$ cat src/rtl/alu_op_sequencer_if.sv
// Instruction/ALU bus between the sequencer and its environment.
// The slave side is the sequencer: it takes instructions and ALU results, and drives ALU operands and completions.
// The master side is the instruction source together with the combinational ALU.
// Signals: instr_* handshake and fields, alu_a/alu_b/alu_sel out to the ALU,
//          alu_out/alu_flcnz back from the ALU, done_valid/done_err completion.
interface alu_op_sequencer_if;
    logic        instr_valid;
    logic        instr_ready;
    logic [2:0]  instr_op;
    logic [2:0]  instr_rd;
    logic [2:0]  instr_rs1;
    logic [2:0]  instr_rs2;
    logic [7:0]  instr_imm;
    logic [15:0] alu_a;
    logic [15:0] alu_b;
    logic [5:0]  alu_sel;
    logic [15:0] alu_out;
    logic [4:0]  alu_flcnz;
    logic        done_valid;
    logic        done_err;

    modport master (
        output instr_valid, instr_op, instr_rd, instr_rs1, instr_rs2, instr_imm,
        output alu_out, alu_flcnz,
        input  instr_ready, alu_a, alu_b, alu_sel, done_valid, done_err
    );

    modport slave (
        input  instr_valid, instr_op, instr_rd, instr_rs1, instr_rs2, instr_imm,
        input  alu_out, alu_flcnz,
        output instr_ready, alu_a, alu_b, alu_sel, done_valid, done_err
    );
endinterface

$ cat src/rtl/alu_op_sequencer.sv
// Serial instruction sequencer that owns the ALU operands, an 8x16 register file and the {F,L,C,N,Z} flags.
// Latency: ALU ops complete EXEC_CYCLES+1 cycles after accept, and LDI or illegal ops 1 cycle after accept.
// Backpressure: instr_ready is low from accept until the cycle after done_valid, and completions cannot be stalled.
// Ports: CLK, RESETn (async active-low); bus (slave modport: instr handshake, ALU bus, done);
//        flags, dbg_addr/dbg_data (combinational register read); perf_ops/perf_err when ALU_SEQ_PERF_EN is defined.
module alu_op_sequencer #(
    parameter int EXEC_CYCLES = 1
) (
    input  logic                CLK,
    input  logic                RESETn,
    alu_op_sequencer_if.slave   bus,
    output logic [4:0]          flags,
    input  logic [2:0]          dbg_addr,
    output logic [15:0]         dbg_data
`ifdef ALU_SEQ_PERF_EN
    ,
    output logic [15:0]         perf_ops,
    output logic [7:0]          perf_err
`endif
);
    localparam logic [3:0] CNT_INIT = 4'(EXEC_CYCLES - 1);
    localparam logic [2:0] OP_ADD = 3'd0, OP_SUB = 3'd1, OP_CMP = 3'd2,
                           OP_LDI = 3'd6, OP_ILL = 3'd7;

    typedef enum logic [1:0] {IDLE, OPER, EXEC, RESP} state_t;

    state_t      r_state, w_state_nxt;
    logic [2:0]  r_op, r_rd, r_rs1, r_rs2;
    logic [7:0]  r_imm;
    logic [3:0]  r_cnt;
    logic [15:0] r_alu_a, r_alu_b;
    logic [5:0]  r_alu_sel;
    logic [4:0]  r_flags;
    logic [15:0] r_regs [0:7];

    logic        w_instr_ready, w_done_valid, w_done_err;
    logic        w_is_alu, w_is_sub;
    logic [5:0]  w_sel_dec;

    assign w_is_alu = (r_op <= 3'd5);
    // SUB and CMP feed the inverted operand: the ALU adds carry-in 1 to complete the two's complement.
    assign w_is_sub = (r_op == OP_SUB) || (r_op == OP_CMP);

    always_comb begin
        w_sel_dec = 6'b000000;
        case (r_op)
            3'd0:    w_sel_dec = 6'b100000;
            3'd1:    w_sel_dec = 6'b010000;
            3'd2:    w_sel_dec = 6'b001000;
            3'd3:    w_sel_dec = 6'b000100;
            3'd4:    w_sel_dec = 6'b000010;
            3'd5:    w_sel_dec = 6'b000001;
            default: w_sel_dec = 6'b000000;
        endcase
    end

    always_ff @(posedge CLK or negedge RESETn) begin
        if (!RESETn) r_state <= IDLE;
        else         r_state <= w_state_nxt;
    end

    always_comb begin
        w_state_nxt   = r_state;
        w_instr_ready = 1'b0;
        w_done_valid  = 1'b0;
        w_done_err    = 1'b0;
        case (r_state)
            IDLE: begin
                w_instr_ready = 1'b1;
                if (bus.instr_valid) w_state_nxt = OPER;
            end
            OPER:    w_state_nxt = w_is_alu ? EXEC : RESP;
            EXEC:    if (r_cnt == 4'd0) w_state_nxt = RESP;
            RESP: begin
                w_done_valid = 1'b1;
                w_done_err   = (r_op == OP_ILL);
                w_state_nxt  = IDLE;
            end
            default: w_state_nxt = IDLE;
        endcase
    end

    always_ff @(posedge CLK or negedge RESETn) begin
        if (!RESETn) begin
            r_op      <= 3'd0;
            r_rd      <= 3'd0;
            r_rs1     <= 3'd0;
            r_rs2     <= 3'd0;
            r_imm     <= 8'd0;
            r_cnt     <= 4'd0;
            r_alu_a   <= 16'd0;
            r_alu_b   <= 16'd0;
            r_alu_sel <= 6'd0;
            r_flags   <= 5'd0;
            for (int i = 0; i < 8; i++) r_regs[i] <= 16'd0;
        end else begin
            case (r_state)
                IDLE: begin
                    if (bus.instr_valid) begin
                        r_op  <= bus.instr_op;
                        r_rd  <= bus.instr_rd;
                        r_rs1 <= bus.instr_rs1;
                        r_rs2 <= bus.instr_rs2;
                        r_imm <= bus.instr_imm;
                    end
                end
                OPER: begin
                    if (w_is_alu) begin
                        r_alu_a   <= r_regs[r_rs1];
                        r_alu_b   <= w_is_sub ? ~r_regs[r_rs2] : r_regs[r_rs2];
                        r_alu_sel <= w_sel_dec;
                        r_cnt     <= CNT_INIT;
                    end else if (r_op == OP_LDI) begin
                        r_regs[r_rd] <= {8'h00, r_imm};
                    end
                end
                EXEC: begin
                    if (r_cnt == 4'd0) begin
                        if (r_op != OP_CMP) r_regs[r_rd] <= bus.alu_out;
                        // Each opcode class owns a fixed subset of the flags; the rest hold.
                        if (r_op == OP_ADD || r_op == OP_SUB) begin
                            r_flags[4] <= bus.alu_flcnz[4];
                            r_flags[2] <= bus.alu_flcnz[2];
                        end else if (r_op == OP_CMP) begin
                            r_flags[3] <= bus.alu_flcnz[3];
                            r_flags[1] <= bus.alu_flcnz[1];
                            r_flags[0] <= bus.alu_flcnz[0];
                        end
                        r_alu_sel <= 6'd0;
                    end else begin
                        r_cnt <= r_cnt - 4'd1;
                    end
                end
                default: ;
            endcase
        end
    end

`ifdef ALU_SEQ_PERF_EN
    logic [15:0] r_perf_ops;
    logic [7:0]  r_perf_err;

    always_ff @(posedge CLK or negedge RESETn) begin
        if (!RESETn) begin
            r_perf_ops <= 16'd0;
            r_perf_err <= 8'd0;
        end else if (w_done_valid) begin
            if (w_done_err) begin
                if (r_perf_err != 8'hFF) r_perf_err <= r_perf_err + 8'd1;
            end else begin
                if (r_perf_ops != 16'hFFFF) r_perf_ops <= r_perf_ops + 16'd1;
            end
        end
    end

    assign perf_ops = r_perf_ops;
    assign perf_err = r_perf_err;
`endif

    assign bus.instr_ready = w_instr_ready;
    assign bus.done_valid  = w_done_valid;
    assign bus.done_err    = w_done_err;
    assign bus.alu_a       = r_alu_a;
    assign bus.alu_b       = r_alu_b;
    assign bus.alu_sel     = r_alu_sel;
    assign flags           = r_flags;
    assign dbg_data        = r_regs[dbg_addr];
endmodule

$ cat src/flat_wrapper.sv
// flat-port wrapper written by rule: the top's interface ports become plain ports
module alu_op_sequencer_flat 
#(
    parameter int EXEC_CYCLES = 1
)
  (CLK, RESETn, flags, dbg_addr, dbg_data, bus_instr_valid, bus_instr_op, bus_instr_rd, bus_instr_rs1, bus_instr_rs2, bus_instr_imm, bus_alu_out, bus_alu_flcnz, bus_instr_ready, bus_alu_a, bus_alu_b, bus_alu_sel, bus_done_valid, bus_done_err);
  alu_op_sequencer_if bus_i ();
  input  logic CLK;
  input  logic RESETn;
  output logic [4:0] flags;
  input  logic [2:0] dbg_addr;
  output logic [15:0] dbg_data;
  input wire logic [$bits(bus_i.instr_valid)-1:0] bus_instr_valid;
  input wire logic [$bits(bus_i.instr_op)-1:0] bus_instr_op;
  input wire logic [$bits(bus_i.instr_rd)-1:0] bus_instr_rd;
  input wire logic [$bits(bus_i.instr_rs1)-1:0] bus_instr_rs1;
  input wire logic [$bits(bus_i.instr_rs2)-1:0] bus_instr_rs2;
  input wire logic [$bits(bus_i.instr_imm)-1:0] bus_instr_imm;
  input wire logic [$bits(bus_i.alu_out)-1:0] bus_alu_out;
  input wire logic [$bits(bus_i.alu_flcnz)-1:0] bus_alu_flcnz;
  output wire logic [$bits(bus_i.instr_ready)-1:0] bus_instr_ready;
  output wire logic [$bits(bus_i.alu_a)-1:0] bus_alu_a;
  output wire logic [$bits(bus_i.alu_b)-1:0] bus_alu_b;
  output wire logic [$bits(bus_i.alu_sel)-1:0] bus_alu_sel;
  output wire logic [$bits(bus_i.done_valid)-1:0] bus_done_valid;
  output wire logic [$bits(bus_i.done_err)-1:0] bus_done_err;
  assign bus_i.instr_valid = bus_instr_valid;
  assign bus_i.instr_op = bus_instr_op;
  assign bus_i.instr_rd = bus_instr_rd;
  assign bus_i.instr_rs1 = bus_instr_rs1;
  assign bus_i.instr_rs2 = bus_instr_rs2;
  assign bus_i.instr_imm = bus_instr_imm;
  assign bus_i.alu_out = bus_alu_out;
  assign bus_i.alu_flcnz = bus_alu_flcnz;
  assign bus_instr_ready = bus_i.instr_ready;
  assign bus_alu_a = bus_i.alu_a;
  assign bus_alu_b = bus_i.alu_b;
  assign bus_alu_sel = bus_i.alu_sel;
  assign bus_done_valid = bus_i.done_valid;
  assign bus_done_err = bus_i.done_err;
  alu_op_sequencer #(.EXEC_CYCLES(EXEC_CYCLES)) u_core (.CLK(CLK), .RESETn(RESETn), .bus(bus_i), .flags(flags), .dbg_addr(dbg_addr), .dbg_data(dbg_data));
endmodule
$ cat config.mk
export PLATFORM = sky130hd
export DESIGN_NAME = alu_op_sequencer_flat
export DESIGN_NICKNAME = d
export VERILOG_FILES = /design/src/rtl/alu_op_sequencer_if.sv /design/src/rtl/alu_op_sequencer.sv /design/src/flat_wrapper.sv
export SDC_FILE = /design/constraint.sdc
export NUM_CORES = 1
export LEC_CHECK = 0
export BUFFER_PORTS_ARGS = -buffer_cell sky130_fd_sc_hd__buf_2
export CORE_ASPECT_RATIO = 1.4
export CORE_UTILIZATION = 35
export DETAILED_ROUTE_END_ITERATION = 6
export PLACE_DENSITY = 0.59
export SLEW_MARGIN = 20
export SYNTH_ARGS = -nofsm -noshare
export SYNTH_HDL_FRONTEND = slang
export SYNTH_SLANG_ARGS = --single-unit
$ cat constraint.sdc
create_clock -name CLK -period 2.6 [get_ports CLK]
set_input_delay 0.13 -clock CLK [delete_from_list [all_inputs] [get_ports CLK]]
set_output_delay 0.13 -clock CLK [all_outputs]
set_load 0.005 [all_outputs]
==> impl_metrics.json <==
{
  "vdd_drop_max_mv": 0.631,
  "final-max-slew-violation-count": 0,
  "crit_fanout": 16,
  "yosys-top-cells-area": "dfrtp_1, mux4_2, mux2_2",
  "grt_start_max_net_pins": 84,
  "ios": 109,
  "timing.final.crit_share_pct": 88.0,
  "clkPwrFrac_pct": 17.0,
  "netlist-cell-type-count": 42,
  "stdcell_area_mm2": 0.0130,
  "gp_congestion": 0.775,
  "yosys.area.top_type": "dfrtp_1",
  "ys_dominant_reg_cell": "dfrtp_1",
  "syn_nets": 783,
  "violations": "design-rule violations",
  "fp.dieH_um": 212,
  "worstSetupStartpointType": "register",
  "antenna_found_initial": 2,
  "whs_ns": 0.124,
  "ctsResizeCount": 0,
  "path_cells": "inv_1 -> ha_1 -> and3b_1 -> o21ai_4 -> nand4_4 -> buf_4 -> mux2_4",
  "ys_seq_area_share_pct": 44.6,
  "slew_headroom_pct": 51.3,
  "worst_slew_pin_slew_ns": 0.730,
  "wl_per_cell_um": 21.9,
  "synth_area_mm2": 0.0111,
  "fin_nets": 907,
  "ys_warn_count": 0,
  "numCtsBuffers": 17,
  "endpoint_kind": "register",
  "sequentialPowerShare_pct": 35.0,
  "status": "complete, but fails checks",
  "p_switching_uw": 5900,
  "fin_skew_ns": 0.00757,
  "nFillCells": 2815,
  "async_flop_share_pct": 100,
  "die_area_mm2": 0.0323,
  "required_ns": 2.94,
  "drc_errors": 10,
  "clk_pin_slew_ns": 0.07,
  "synth_most_common_cell": "dfrtp_1",
  "ys_seq_elements": 197,
  "switching_share_pct": 36.8,
  "crit_path_max_incr_delay_ns": 0.46,
  "ant_nets": 0,
  "hold_path_class": "input pin to register",
  "drive_above_1_share_pct": 53.0,
  "h-tree-depth": 4,
  "synth_edf_count": 0,
  "portBuffers": 108,
  "setup_viol": 0,
  "avgSynthCellArea_um2": 15.1,
  "grt_pass1_wl_um": 43300,
  "synth_top_area_share_pct": 44.6,
  "power_density_mw_per_mm2": 1240,
  "grt.total_usage_pct": 18.1,
  "wirelength_um": 27500,
  "die_w_um": 152,
  "rsz0062_at_grt": "no",
  "syn-instance-count": 730,
  "finalSetupTns_ns": 0,
  "grt_pass1_vias": 7078,
  "avgViaCountPerCell": 5.36,
  "combPwrFrac_pct": 48.1,
  "drv_cap": 0,
  "period_needed_ns": 2.29,
  "max_freq_ghz": 0.437,
  "cts.sinks": 197,
  "hpwl_um": 18400,
  "dp_cells": 1199,
  "vias": 6735,
  "drt_first_pass_iters": 6,
  "leakagePower_uw": 0.00596,
  "hold_viol_final": 0,
  "grt_overflow_total": 0,
  "synth_commonest_cells": "dfrtp_1, mux2_2, mux4_2",
  "cp_slowest_cell": "o21ai_4",
  "coreArea_mm2": 0.0309,
  "critical_path.startpoint": "u_core.r_state[0]$_DFFE_PN0P_",
  "start_util_pct": 35.8,
  "placementRows": 76,
  "first_iter_violations": 376,
  "cts_buffer_depth": 2,
  "intPower_uw": 10100,
  "timing.rr.start": "u_core.r_state[0]$_DFFE_PN0P_",
  "finalPower_uw": 16000,
  "tritoncts": "done",
  "detailed_place.area_mm2": 0.0121,
  "instances_no_fill": 1257,
  "clkLatencyLatePin_ns": 0.45,
  "critPathArrivalTime_ns": 2.63,
  "syn2layout_area_growth_pct": 17.3,
  "setup.worst_path.class": "register to register",
  "hold_start": "bus_instr_valid",
  "cts-root-buf": "clkbuf_16"
}
==> worst paths after layout <==
check                      cells past startpoint  slack [ns]                         endpoint
max reg2reg                                    7        0.31    u_core.r_regs[69]$_DFFE_PN0P_
min reg2reg                                    2        0.47  u_core.bus.alu_a[9]$_DFFE_PN0P_
min                                            4        0.12    u_core.r_state[1]$_DFFE_PN0P_
max                                            7        0.31    u_core.r_regs[69]$_DFFE_PN0P_
min in group asynchronous                      2        0.25      u_core.flags[3]$_DFFE_PN0P_
max in group asynchronous                      3        1.52     u_core.r_regs[9]$_DFFE_PN0P_
==> critical path, delay by kind of cell (launching register included) <==
| kind | cells | cell delay [ns] |
|---|---|---|
| buffers and inverters | 2 | 0.36 |
| adder cells (fa/ha/maj) | 1 | 0.26 |
| AND/OR/NAND/NOR | 2 | 0.34 |
| AO/OA/AOI/OAI | 1 | 0.46 |
| multiplexers | 1 | 0.33 |
| flip-flops | 1 | 0.42 |
==> layout by cell type, fill, tap and decap left out, types with 7 or more instances in the layout <==
cell           Yosys  layout
dfrtp_1          197     195
mux2_2           117     117
dlygate4sd3_1      0      26
xor2_1            16      16
buf_12             0       7
mux2_4            60      60
o21ai_0           36      36
and2_1             8       8
clkbuf_16          0      17
buf_2             13     107
mux4_2            96      96
nand2_1           46      45
mux2i_1           32      32
buf_4              2      25
==> area by class of cell <==
type | instances | area (um^2) | share of cell area [%]
Clock buffer | 21 | 470 | 3.63
Timing Repair Buffer | 166 | 1140 | 8.77
Tap cell | 390 | 488 | 3.76
Antenna cell | 1 | 2.50 | 0.0193
Multi-Input combinational cell | 467 | 5800 | 44.7
Clock inverter | 10 | 121 | 0.936
Sequential cell | 197 | 4930 | 38.0
Inverter | 5 | 18.8 | 0.145
==> power groups by stage <==
stage | logic (uW) | registers (uW) | clock network, uW
after floorplan | 6010 | 5090 | 0
after global placement | 7730 | 5580 | 0
after detailed placement | 7830 | 5640 | 0
after CTS | 7870 | 5590 | 2820
after global routing | 8380 | 5790 | 2920
final | 7700 | 5600 | 2720
==> flip-flops by register name (all words and copies together) (netlist names) <==
register / flops
u_core.r_regs: 128
u_core.bus.alu_a: 16
u_core.bus.alu_b: 16
u_core.r_imm: 8
u_core.bus.alu_sel: 6
u_core.flags: 5
u_core.r_cnt: 4
u_core.r_op: 3
u_core.r_rd: 3
u_core.r_rs1: 3
u_core.r_rs2: 3
u_core.r_state: 2
==> layer usage <==
layer | part of all wire [%] | GRT usage (%)
met1 | 42 | 22.3
met2 | 51 | 31.0
met3 | 4.1 | 3.59
met4 | 2.5 | 7.46
met5 | 0 | 0
==> stage by stage <==
| stage | utilization (%) | setup WS (ns) |
|---|---|---|
| floorplan | - | 0.370 |
| global placement | 39.2 | 0.365 |
| detailed placement | 39.2 | 0.318 |
| CTS | 42.0 | 0.309 |
| global route | 42.0 | 0.138 |
| finish | 42.0 | 0.311 |
==> timing repair <==
item | in CTS | in global routing
setup buffers | 0 | 0
hold buffers | 26 | 0
hold endpoints to repair | 102 | 0
==> kinds of logic after synthesis <==
family | count (synthesis) | share of synthesized area (%)
DFF | 197 | 44.6
xor gates and xnor gates | 17 | 1.35
and+or+nand+nor | 86 | 4.92
muxes | 305 | 42.5
AOI/OAI and AO/OA | 53 | 2.96
buffers and inverters | 66 | 3.01
adders and majority gates | 6 | 0.679
(Power assumes the default switching activity.)
